**src/rtl/dct_pkg.sv**
```systemverilog
// ==== dct_pkg : shared FSM state and pass encodings for the 2-D DCT scheduler ====
// ==== Rev 1.0                                                                  ====
`default_nettype none

package dct_pkg;

  typedef enum logic [2:0] {
    IDLE     = 3'd0,
    ROW      = 3'd1,
    ROW_WAIT = 3'd2,
    COL      = 3'd3,
    COL_WAIT = 3'd4,
    OUT      = 3'd5
  } state_t;

  localparam logic PASS_ROW = 1'b0;
  localparam logic PASS_COL = 1'b1;

endpackage

`default_nettype wire

```
**src/rtl/dct_fill_ctrl.sv**
```systemverilog
// ==== dct_fill_ctrl : ping-pong input-buffer fill counters, full flags, overflow ====
// ==== Rev 1.0                                                                    ====
`default_nettype none

module dct_fill_ctrl #(
  parameter int N  = 8,
  parameter int AW = $clog2(N*N)
) (
  input  logic          clk,
  input  logic          rst,
  input  logic          valid,
  input  logic          rel_en,
  input  logic          rel_bank,
  output logic          wr_en,
  output logic          wr_bank,
  output logic [AW-1:0] wr_addr,
  output logic [1:0]    full,
  output logic          overflow
);
  import dct_pkg::*;

  localparam logic [AW-1:0] LAST_ADDR = AW'(N*N-1);

  logic          fill_bank;
  logic [AW-1:0] fill_addr;
  logic          accept;

  // The fill bank can only be full when the other one is too, so this is the drop condition.
  assign accept = valid && !full[fill_bank];

  always_ff @(posedge clk or posedge rst) begin
    if (rst) begin
      wr_en     <= 1'b0;
      wr_bank   <= 1'b0;
      wr_addr   <= '0;
      full      <= 2'b00;
      fill_bank <= 1'b0;
      fill_addr <= '0;
      overflow  <= 1'b0;
    end else begin
      wr_en <= accept;
      if (accept) begin
        wr_bank <= fill_bank;
        wr_addr <= fill_addr;
      end
      if (rel_en)
        full[rel_bank] <= 1'b0;
      if (accept) begin
        if (fill_addr == LAST_ADDR) begin
          full[fill_bank] <= 1'b1;
          fill_bank       <= ~fill_bank;
          fill_addr       <= '0;
        end else begin
          fill_addr <= fill_addr + 1'b1;
        end
      end
      if (valid && !accept)
        overflow <= 1'b1;
    end
  end

endmodule

`default_nettype wire

```
**src/rtl/dct_2d_sched.sv**
```systemverilog
// ==== dct_2d_sched : row/column pass scheduler and coefficient read sequencer ====
// ==== Rev 1.0                                                                 ====
`default_nettype none

module dct_2d_sched
  import dct_pkg::*;
#(
  parameter int N          = 8,
  parameter int RD_LATENCY = 1
) (
  input  logic                     i_clk,
  input  logic                     i_rst,
  input  logic                     i_valid,
  output logic                     o_wr_en,
  output logic                     o_wr_bank,
  output logic [$clog2(N*N)-1:0]   o_wr_addr,
  output logic                     o_eng_start,
  output logic                     o_eng_pass,
  output logic [$clog2(N)-1:0]     o_eng_line,
  output logic                     o_eng_bank,
  input  logic                     i_eng_done,
  output logic                     o_rd_en,
  output logic [$clog2(N*N)-1:0]   o_rd_addr,
  output logic                     o_out_valid,
  output logic                     o_busy,
  output logic                     o_overflow
);

  localparam int AW = $clog2(N*N);
  localparam int LW = $clog2(N);
  localparam logic [AW-1:0] LAST_ADDR = AW'(N*N-1);
  localparam logic [LW-1:0] LAST_LINE = LW'(N-1);

  state_t        state, state_nx;
  logic [LW-1:0] line, line_nx;
  logic          bank, bank_nx;
  logic          next_bank, next_bank_nx;
  logic [AW-1:0] rd_cnt, rd_cnt_nx;
  logic          rel_en;
  logic [1:0]    full;

  dct_fill_ctrl #(.N(N), .AW(AW)) u_fill (
    .clk      (i_clk),
    .rst      (i_rst),
    .valid    (i_valid),
    .rel_en   (rel_en),
    .rel_bank (bank),
    .wr_en    (o_wr_en),
    .wr_bank  (o_wr_bank),
    .wr_addr  (o_wr_addr),
    .full     (full),
    .overflow (o_overflow)
  );

  always_ff @(posedge i_clk or posedge i_rst) begin
    if (i_rst) begin
      state     <= IDLE;
      line      <= '0;
      bank      <= 1'b0;
      next_bank <= 1'b0;
      rd_cnt    <= '0;
    end else begin
      state     <= state_nx;
      line      <= line_nx;
      bank      <= bank_nx;
      next_bank <= next_bank_nx;
      rd_cnt    <= rd_cnt_nx;
    end
  end

  always_comb begin
    state_nx     = state;
    line_nx      = line;
    bank_nx      = bank;
    next_bank_nx = next_bank;
    rd_cnt_nx    = rd_cnt;
    rel_en       = 1'b0;
    case (state)
      // Banks fill in strict alternation, so the oldest full bank is always next_bank.
      IDLE: begin
        if (full[next_bank]) begin
          state_nx = ROW;
          bank_nx  = next_bank;
          line_nx  = '0;
        end
      end
      ROW: state_nx = ROW_WAIT;
      ROW_WAIT: begin
        if (i_eng_done) begin
          if (line == LAST_LINE) begin
            line_nx  = '0;
            state_nx = COL;
          end else begin
            line_nx  = line + 1'b1;
            state_nx = ROW;
          end
        end
      end
      COL: state_nx = COL_WAIT;
      COL_WAIT: begin
        if (i_eng_done) begin
          if (line == LAST_LINE) begin
            line_nx   = '0;
            rd_cnt_nx = '0;
            state_nx  = OUT;
          end else begin
            line_nx  = line + 1'b1;
            state_nx = COL;
          end
        end
      end
      OUT: begin
        // Release on the last read so the bank shows empty (and fillable) next cycle.
        if (rd_cnt == LAST_ADDR) begin
          rel_en       = 1'b1;
          next_bank_nx = ~next_bank;
          rd_cnt_nx    = '0;
          state_nx     = IDLE;
        end else begin
          rd_cnt_nx = rd_cnt + 1'b1;
        end
      end
      default: state_nx = IDLE;
    endcase
  end

  assign o_eng_start = (state == ROW) || (state == COL);
  assign o_eng_pass  = ((state == COL) || (state == COL_WAIT)) ? PASS_COL : PASS_ROW;
  assign o_eng_line  = line;
  assign o_eng_bank  = bank;
  assign o_rd_en     = (state == OUT);
  assign o_rd_addr   = rd_cnt;
  assign o_busy      = (state != IDLE);

  logic [RD_LATENCY-1:0] vpipe;

  generate
    if (RD_LATENCY == 1) begin : g_lat1
      always_ff @(posedge i_clk or posedge i_rst) begin
        if (i_rst) vpipe <= '0;
        else       vpipe <= o_rd_en;
      end
    end else begin : g_latn
      always_ff @(posedge i_clk or posedge i_rst) begin
        if (i_rst) vpipe <= '0;
        else       vpipe <= {vpipe[RD_LATENCY-2:0], o_rd_en};
      end
    end
  endgenerate

  assign o_out_valid = vpipe[RD_LATENCY-1];

endmodule

`default_nettype wire

```
**config.mk**
```make
export PLATFORM = sky130hd
export DESIGN_NAME = dct_2d_sched
export DESIGN_NICKNAME = d
export VERILOG_FILES = /design/src/rtl/dct_pkg.sv /design/src/rtl/dct_fill_ctrl.sv /design/src/rtl/dct_2d_sched.sv
export SDC_FILE = /design/constraint.sdc
export NUM_CORES = 1
export LEC_CHECK = 0
export ABC_AREA = 0
export BUFFER_PORTS_ARGS = -buffer_cell sky130_fd_sc_hd__buf_2
export CAP_MARGIN = 40
export CORE_MARGIN = 2
export CORE_UTILIZATION = 49
export DETAILED_ROUTE_END_ITERATION = 10
export GPL_ROUTABILITY_DRIVEN = 0
export MAX_ROUTING_LAYER = met4
export PLACE_DENSITY = 0.72
export SYNTH_ARGS = -nofsm -noshare
export SYNTH_HDL_FRONTEND = slang
export SYNTH_SLANG_ARGS = --single-unit
```
**constraint.sdc**
```tcl
create_clock -name i_clk -period 1.6 [get_ports i_clk]
set_clock_uncertainty 0.2 [all_clocks]
set_input_delay 0.24 -clock i_clk [delete_from_list [all_inputs] [get_ports i_clk]]
set_output_delay 0.24 -clock i_clk [all_outputs]
set_load 0.01 [all_outputs]
```
=== Word level (Yosys, flattened, before mapping) ===
Cells that the tools add are included.

* Flip-flop bits (word level): 33
* Input bits: 4

* Add/subtract/negate cells: 3
* Order comparisons: 5
* Equality and inequality tests: 14
* Mux-type cells: 30
* Bitwise logic cells: 5
* Reduce and logical (&&, ||, !) cells: 19

{| class="wikitable"
|+ Operators by type and width
! kind !! number
|-
| 3-bit two-way mux || 8
|-
| 6-bit two-way mux || 4
|-
| 3-bit one-hot mux with 6 select lines || 1
|-
| 6-bit by 1-bit adder with 6-bit output (second input constant) || 2
|-
| 6-bit equality test (second input constant) || 2
|-
| 6-bit one-hot mux with 2 select lines || 1
|-
| 3-bit equality test (second input constant) || 3
|-
| 1-bit two-way mux || 9
|-
| 2-bit two-way mux || 4
|-
| 2-bit inequality test (second input constant) || 4
|-
| 3-bit by 2-bit equality test with 1-bit output (second input constant) || 2
|-
| 1-bit by 2-bit less-than comparator with 1-bit output (second input constant) || 3
|-
| 3-bit one-hot mux with 2 select lines || 1
|-
| 2-bit AND reduction || 3
|-
| 3-bit AND reduction || 2
|-
| 1-bit logical AND || 4
|-
| 2-bit by 1-bit inequality test with 1-bit output (second input constant) || 2
|-
| 4-bit AND reduction || 1
|-
| 2-bit nonzero test || 2
|-
| 3-bit by 1-bit adder with 3-bit output (second input constant) || 1
|-
| 3-bit by 1-bit equality test with 1-bit output (second input constant) || 1
|-
| 3-bit zero test || 1
|-
| 3-bit nonzero test || 1
|-
| 2-bit AND || 1
|-
| 8 further kinds || 13
|}

=== Depth between registers and ports, before layout ===
* Word-level depth: 10
* Gate-level depth with buffers: 5

=== Cells and area by module ===
From an unflattened synthesis, not the netlist that was laid out.

* Cells, all modules: 153
* Area total of the unflattened synthesis: 1,679.1 µm²

{| class="wikitable"
|+ By module, submodules not included
! module !! instances !! cells an instance !! area each (µm²) !! sequential area each (µm²)
|-
| dct_2d_sched || 1 || 85 || 850.8 || 375.4
|-
| dct_fill_ctrl || 1 || 68 || 828.3 || 450.4
|}

=== Worst setup path before layout ===
Ideal clock, no wire load.

* Path kind: register -> register
* Start point: register rd_cnt[0] (netlist: o_rd_addr[0])
* End point: register u_fill.full[0]
* Setup time: 0.121 ns
* Data arrival time: 1.379 ns
* Required time: 1.279 ns
* Setup slack: -0.100 ns
* Cell stages (with the launch flop): 5
* Buffers on the path: 0
* Clock period less this slack: 1.700 ns
* Path through: dfrtp_1 > ha_1 > nand3_1 > or4_1 > a22o_1

* Cells in the longest elaborated chain, start to end: 7

{| class="wikitable"
|+ Ends and longest elaborated chain
! item !! RTL line !! source
|-
| start, declared || dct_2d_sched.sv:38 || <nowiki>logic [AW-1:0] rd_cnt, rd_cnt_nx;</nowiki>
|-
| start signal, assigned || dct_2d_sched.sv:67 || <nowiki>rd_cnt <= rd_cnt_nx;</nowiki>
|-
| 6-bit equality test (*) || dct_2d_sched.sv:114 || <nowiki>if (rd_cnt == LAST_ADDR) begin</nowiki>
|-
| 1-bit two-way mux (*) || dct_2d_sched.sv:114 ||
|-
| 1-bit two-way mux (*) || dct_2d_sched.sv:78 || <nowiki>case (state)</nowiki>
|-
| 2-bit two-way mux (*) || dct_fill_ctrl.sv:46 || <nowiki>if (rel_en)</nowiki>
|-
| 2-bit OR (no line) || n/a ||
|-
| 2-bit two-way mux || dct_fill_ctrl.sv:49 || <nowiki>if (fill_addr == LAST_ADDR) begin</nowiki>
|-
| 2-bit two-way mux (*) || dct_fill_ctrl.sv:48 || <nowiki>if (accept) begin</nowiki>
|-
| end signal, assigned || dct_fill_ctrl.sv:36 || <nowiki>full <= 2'b00;</nowiki>
|-
| end signal, assigned by index || dct_fill_ctrl.sv:47 || <nowiki>full[rel_bank] <= 1'b0;</nowiki>
|-
| end signal, assigned by index || dct_fill_ctrl.sv:50 || <nowiki>full[fill_bank] <= 1'b1;</nowiki>
|-
| end, declared || dct_fill_ctrl.sv:17 || <nowiki>output logic [1:0] full,</nowiki>
|}

Mark *: on every way between the ends. The rest lies on a longest branch, timed or not.
A chain may end at the register's enable or synchronous reset.

=== Worst setup path in the final report ===
* Start point: register state[1]
* End point: output port o_busy

* Cells in the longest elaborated chain, start to end: 1

{| class="wikitable"
|+ Ends and longest elaborated chain
! item !! RTL line !! source
|-
| start, declared || dct_2d_sched.sv:34 || <nowiki>state_t state, state_nx;</nowiki>
|-
| start signal, assigned || dct_2d_sched.sv:63 || <nowiki>state <= state_nx;</nowiki>
|-
| 3-bit nonzero test || dct_2d_sched.sv:133 || <nowiki>assign o_busy = (state != IDLE);</nowiki>
|-
| end, declared || dct_2d_sched.sv:25 || <nowiki>output logic o_busy,</nowiki>
|}

No other way between the ends.

==> run_results.csv <==
group,metric,value,unit
floorplanning,die_x,61.1,um
logic_synthesis,syn_inst,143,
sta,setup_viol,17,
cts,clk_latency,0.34,ns
job,drv_cap,0,
power_and_ir_drop,fin_total_pwr,2460,uW
cts,root_buffer,"clkbuf_4",
logic_synthesis,yosysWarnings,0,
layout,diodes,0,
sta,min_period_over_period,1.16,
worst_setup_path,critPathLaunchType,"flop",
logic_synthesis,synthArstFlopShare,1.00,
global_routing,grt_max_degree,34,
worst_setup_path,r2r_start,"state[0]$_DFFE_PP0P_",
power_and_ir_drop,powerDensity,1020,mW/mm^2
logic_synthesis,synthMuxAreaShare,0.0995,
layout,drive_gt1_frac,0.555,
cts,cts_tree,"built",
min_path,hold_class,"primary input to flop",
global_routing,track_usage,0.231,
worst_setup_path,crit_start,"state[1]$_DFFE_PP0P_",
placement,dp_hpwl,2510,um
worst_setup_path,path_cells,"buf_6 > nor3_4 > buf_6 > inv_4 > buf_6",
placement,port-buffer-count,27,
min_path,hp-start,"i_valid",
logic_synthesis,synth_xor_area_frac,0.0274,
detailed_routing,postRouteAntennaNets,0,
cts,clk_path_buf_depth,2,
global_routing,overflow,0,
floorplanning,core-area,0.00308,mm^2
cts,cts_max_level,2,
global_routing,grt_pass1_wl,6130,um
status,violations,"setup timing",
sta,tightest_slew,0.430,ns
detailed_routing,drt-initial-drc-count,80,
worst_setup_path,critPathCaptureType,"primary output",
logic_synthesis,synthSimpleGateAreaFrac,0.165,
logic_synthesis,synth.avg_cell_area,11.2,um^2
detailed_routing,wire_per_inst,16.4,um
worst_setup_path,cp_num_buf_inv,4,
status,status,"finished with violations",
power_and_ir_drop,ir_drop,0.717,mV
detailed_routing,firstDrtPassIters,4,
logic_synthesis,synth_fa_ha_area_frac,0.0313,
detailed_routing,drc_errors,0,
detailed_routing,num_vias,1437,
sta,slew_viol_final,0,
floorplanning,die_y,61.1,um
layout,layout_commonest_cell,"buf_4",
sta,fmaxAchievable,0.537,GHz
power_and_ir_drop,cellLeakagePower,0.00113,uW
detailed_routing,viasPerCell,5.48,
worst_setup_path,cp.arrival,1.42,ns
detailed_routing,wirelength,4290,um
sta,setup_slack,-0.263,ns
worst_setup_path,cp_slowest_stage_delay,0.45,ns
sta,finalCriticalPeriod,1.86,ns
placement,dp_slack,-0.0993,ns
logic_synthesis,synth_compound_area_frac,0.130,
logic_synthesis,ys_ff_latch,33,
global_routing,antenna_found_initial,0,
layout,mostFrequentLayoutCells,"buf_4 (31), dfrtp_1 (30), buf_2 (23), buf_6 (15), o21ai_0 (10)",
worst_setup_path,setup.worst_path.class,"flop to primary output",
floorplanning,initial_core_util,0.519,
cts,cts.sinks,33,
logic_synthesis,synth_edf_count,0,
worst_setup_path,crit_family,"flip-flops",
global_routing,grt_pass1_vias,1359,
worst_setup_path,cp.required,1.16,ns
sta,finalSetupTns,-1.85,ns
floorplanning,io_pins,28,
layout,layout.nets,225,
layout,area_delta_synth_final,51.0,%
sta,rsz0062_at_grt,"yes",
worst_setup_path,critical_path.max_fanout,4,
logic_synthesis,synth_top_family_by_area,"simple AND/OR/NAND/NOR gates",
sta,slew_headroom,0.713,
layout,utilization,0.783,
logic_synthesis,ys.flop_type,"dfrtp_1",
floorplanning,die-area,0.00373,mm^2
worst_setup_path,slowest_stage,"dfrtp_2",
cts,clk_pin_slew,0.11,ns
logic_synthesis,netlist_area,0.00160,mm^2
logic_synthesis,ys_seq_area_frac,0.517,
sta,hold_violations,0,
logic_synthesis,syn_nets,151,
cts,cts-buffers-inserted,5,
worst_setup_path,cp_common_cell,"buf_6",
logic_synthesis,synth_cell_types,41,
floorplanning,rows,20,
## where the power goes
group          leakage (uW)  switching (uW)  internal, uW
Sequential         0.000412             154          1010
Combinational      0.000685             384           459
Clock             0.0000320             291           167
Total               0.00113             829          1630
## path summary, 6_finish.rpt
check	slack, ns	cells past startpoint	to
min in group asynchronous	0.32	4	u_fill.wr_addr[0]$_DFFE_PP0P_
max in group asynchronous	0.55	4	state[1]$_DFFE_PP0P_
worst min-delay path	0.07	3	u_fill.fill_addr[2]$_DFFE_PP0P_
worst max register to register	-0.16	4	o_eng_line[2]$_DFFE_PP0P_
worst max-delay path	-0.26	5	o_busy
worst min register to register	0.27	1	u_fill.overflow$_DFFE_PP0P_
## routing by layer
| layer | GRT usage | wire length, um | vias up |
|---|---|---|---|
| met2 | 0.366 | 2190 | 44 |
| met1 | 0.296 | 1820 | 710 |
| met5 | - | 0 | - |
| li1 | - | - | 672 |
| met4 | 0.0559 | 84 | 0 |
| met3 | 0.0630 | 190 | 11 |
## cells by family after synthesis
kind of cell,Yosys count
buffers and inverters,12
AOI/OAI and AO/OA,32
muxes,14
DFF,33
and+or+nand+nor,43
adders and majority gates,4
xor gates and xnor gates,5
## cell type report
type | count | area [um^2]
Multi-Input combinational cell | 98 | 910
Sequential cell | 33 | 830
Fill cell | 193 | 667
Timing Repair Buffer | 70 | 527
Tap cell | 44 | 55.1
Clock buffer | 6 | 41.3
Inverter | 9 | 38.8
Clock inverter | 2 | 10.0
## timing repair
action	CTS	global route
resized for setup	27	30
setup buffers	8	6
setup endpoints to repair	26	29
hold endpoints to repair	33	0
pin swaps	11	10
hold buffers	1	0
## worst min-delay path, stage by stage
cell and delay [ns]:
buf_2 0.16, nand3_1 0.10, xnor2_1 0.07
## sequential cells by signal, summed over array words and instances (netlist names)
signal and flops:
next_bank 1, o_eng_bank 1, o_eng_line 3, o_out_valid 1, o_rd_addr 6, state 3, u_fill.fill_addr 6, u_fill.fill_bank 1
u_fill.full 2, u_fill.overflow 1, u_fill.wr_addr 6, u_fill.wr_bank 1, u_fill.wr_en 1
## synthesized netlist by cell type, types with 2 or more instances
library cell | instances | area share
nor4bb_1 | 2 | 0.013
a22o_1 | 2 | 0.011
dfrtp_1 | 33 | 0.52
clkbuf_1 | 2 | 0.0047
ha_1 | 4 | 0.031
inv_1 | 9 | 0.021
o21ai_0 | 15 | 0.047
mux2i_1 | 2 | 0.013
mux2_2 | 11 | 0.078
or3_1 | 2 | 0.0078
xnor2_1 | 4 | 0.022
a21oi_1 | 4 | 0.013
nand2_1 | 10 | 0.024
or4_1 | 2 | 0.0094
nor2b_1 | 6 | 0.024
nand3_1 | 6 | 0.019
or3_2 | 2 | 0.0094
nand4_1 | 3 | 0.012
o211ai_1 | 2 | 0.0094
## through the flow
| step | cell area (um^2) | std cells | hold WS, ns |
|---|---|---|---|
| final | 2410 | 262 | 0.0700 |
| after global routing | 2410 | 262 | 0.0589 |
| after CTS | 2240 | 256 | 0.0279 |
| after detailed placement | 2020 | 239 | 0.153 |
| after global placement | 2020 | 239 | 0.143 |
| after floorplan | 1640 | 143 | 0.169 |
(Power assumes the default switching activity.)
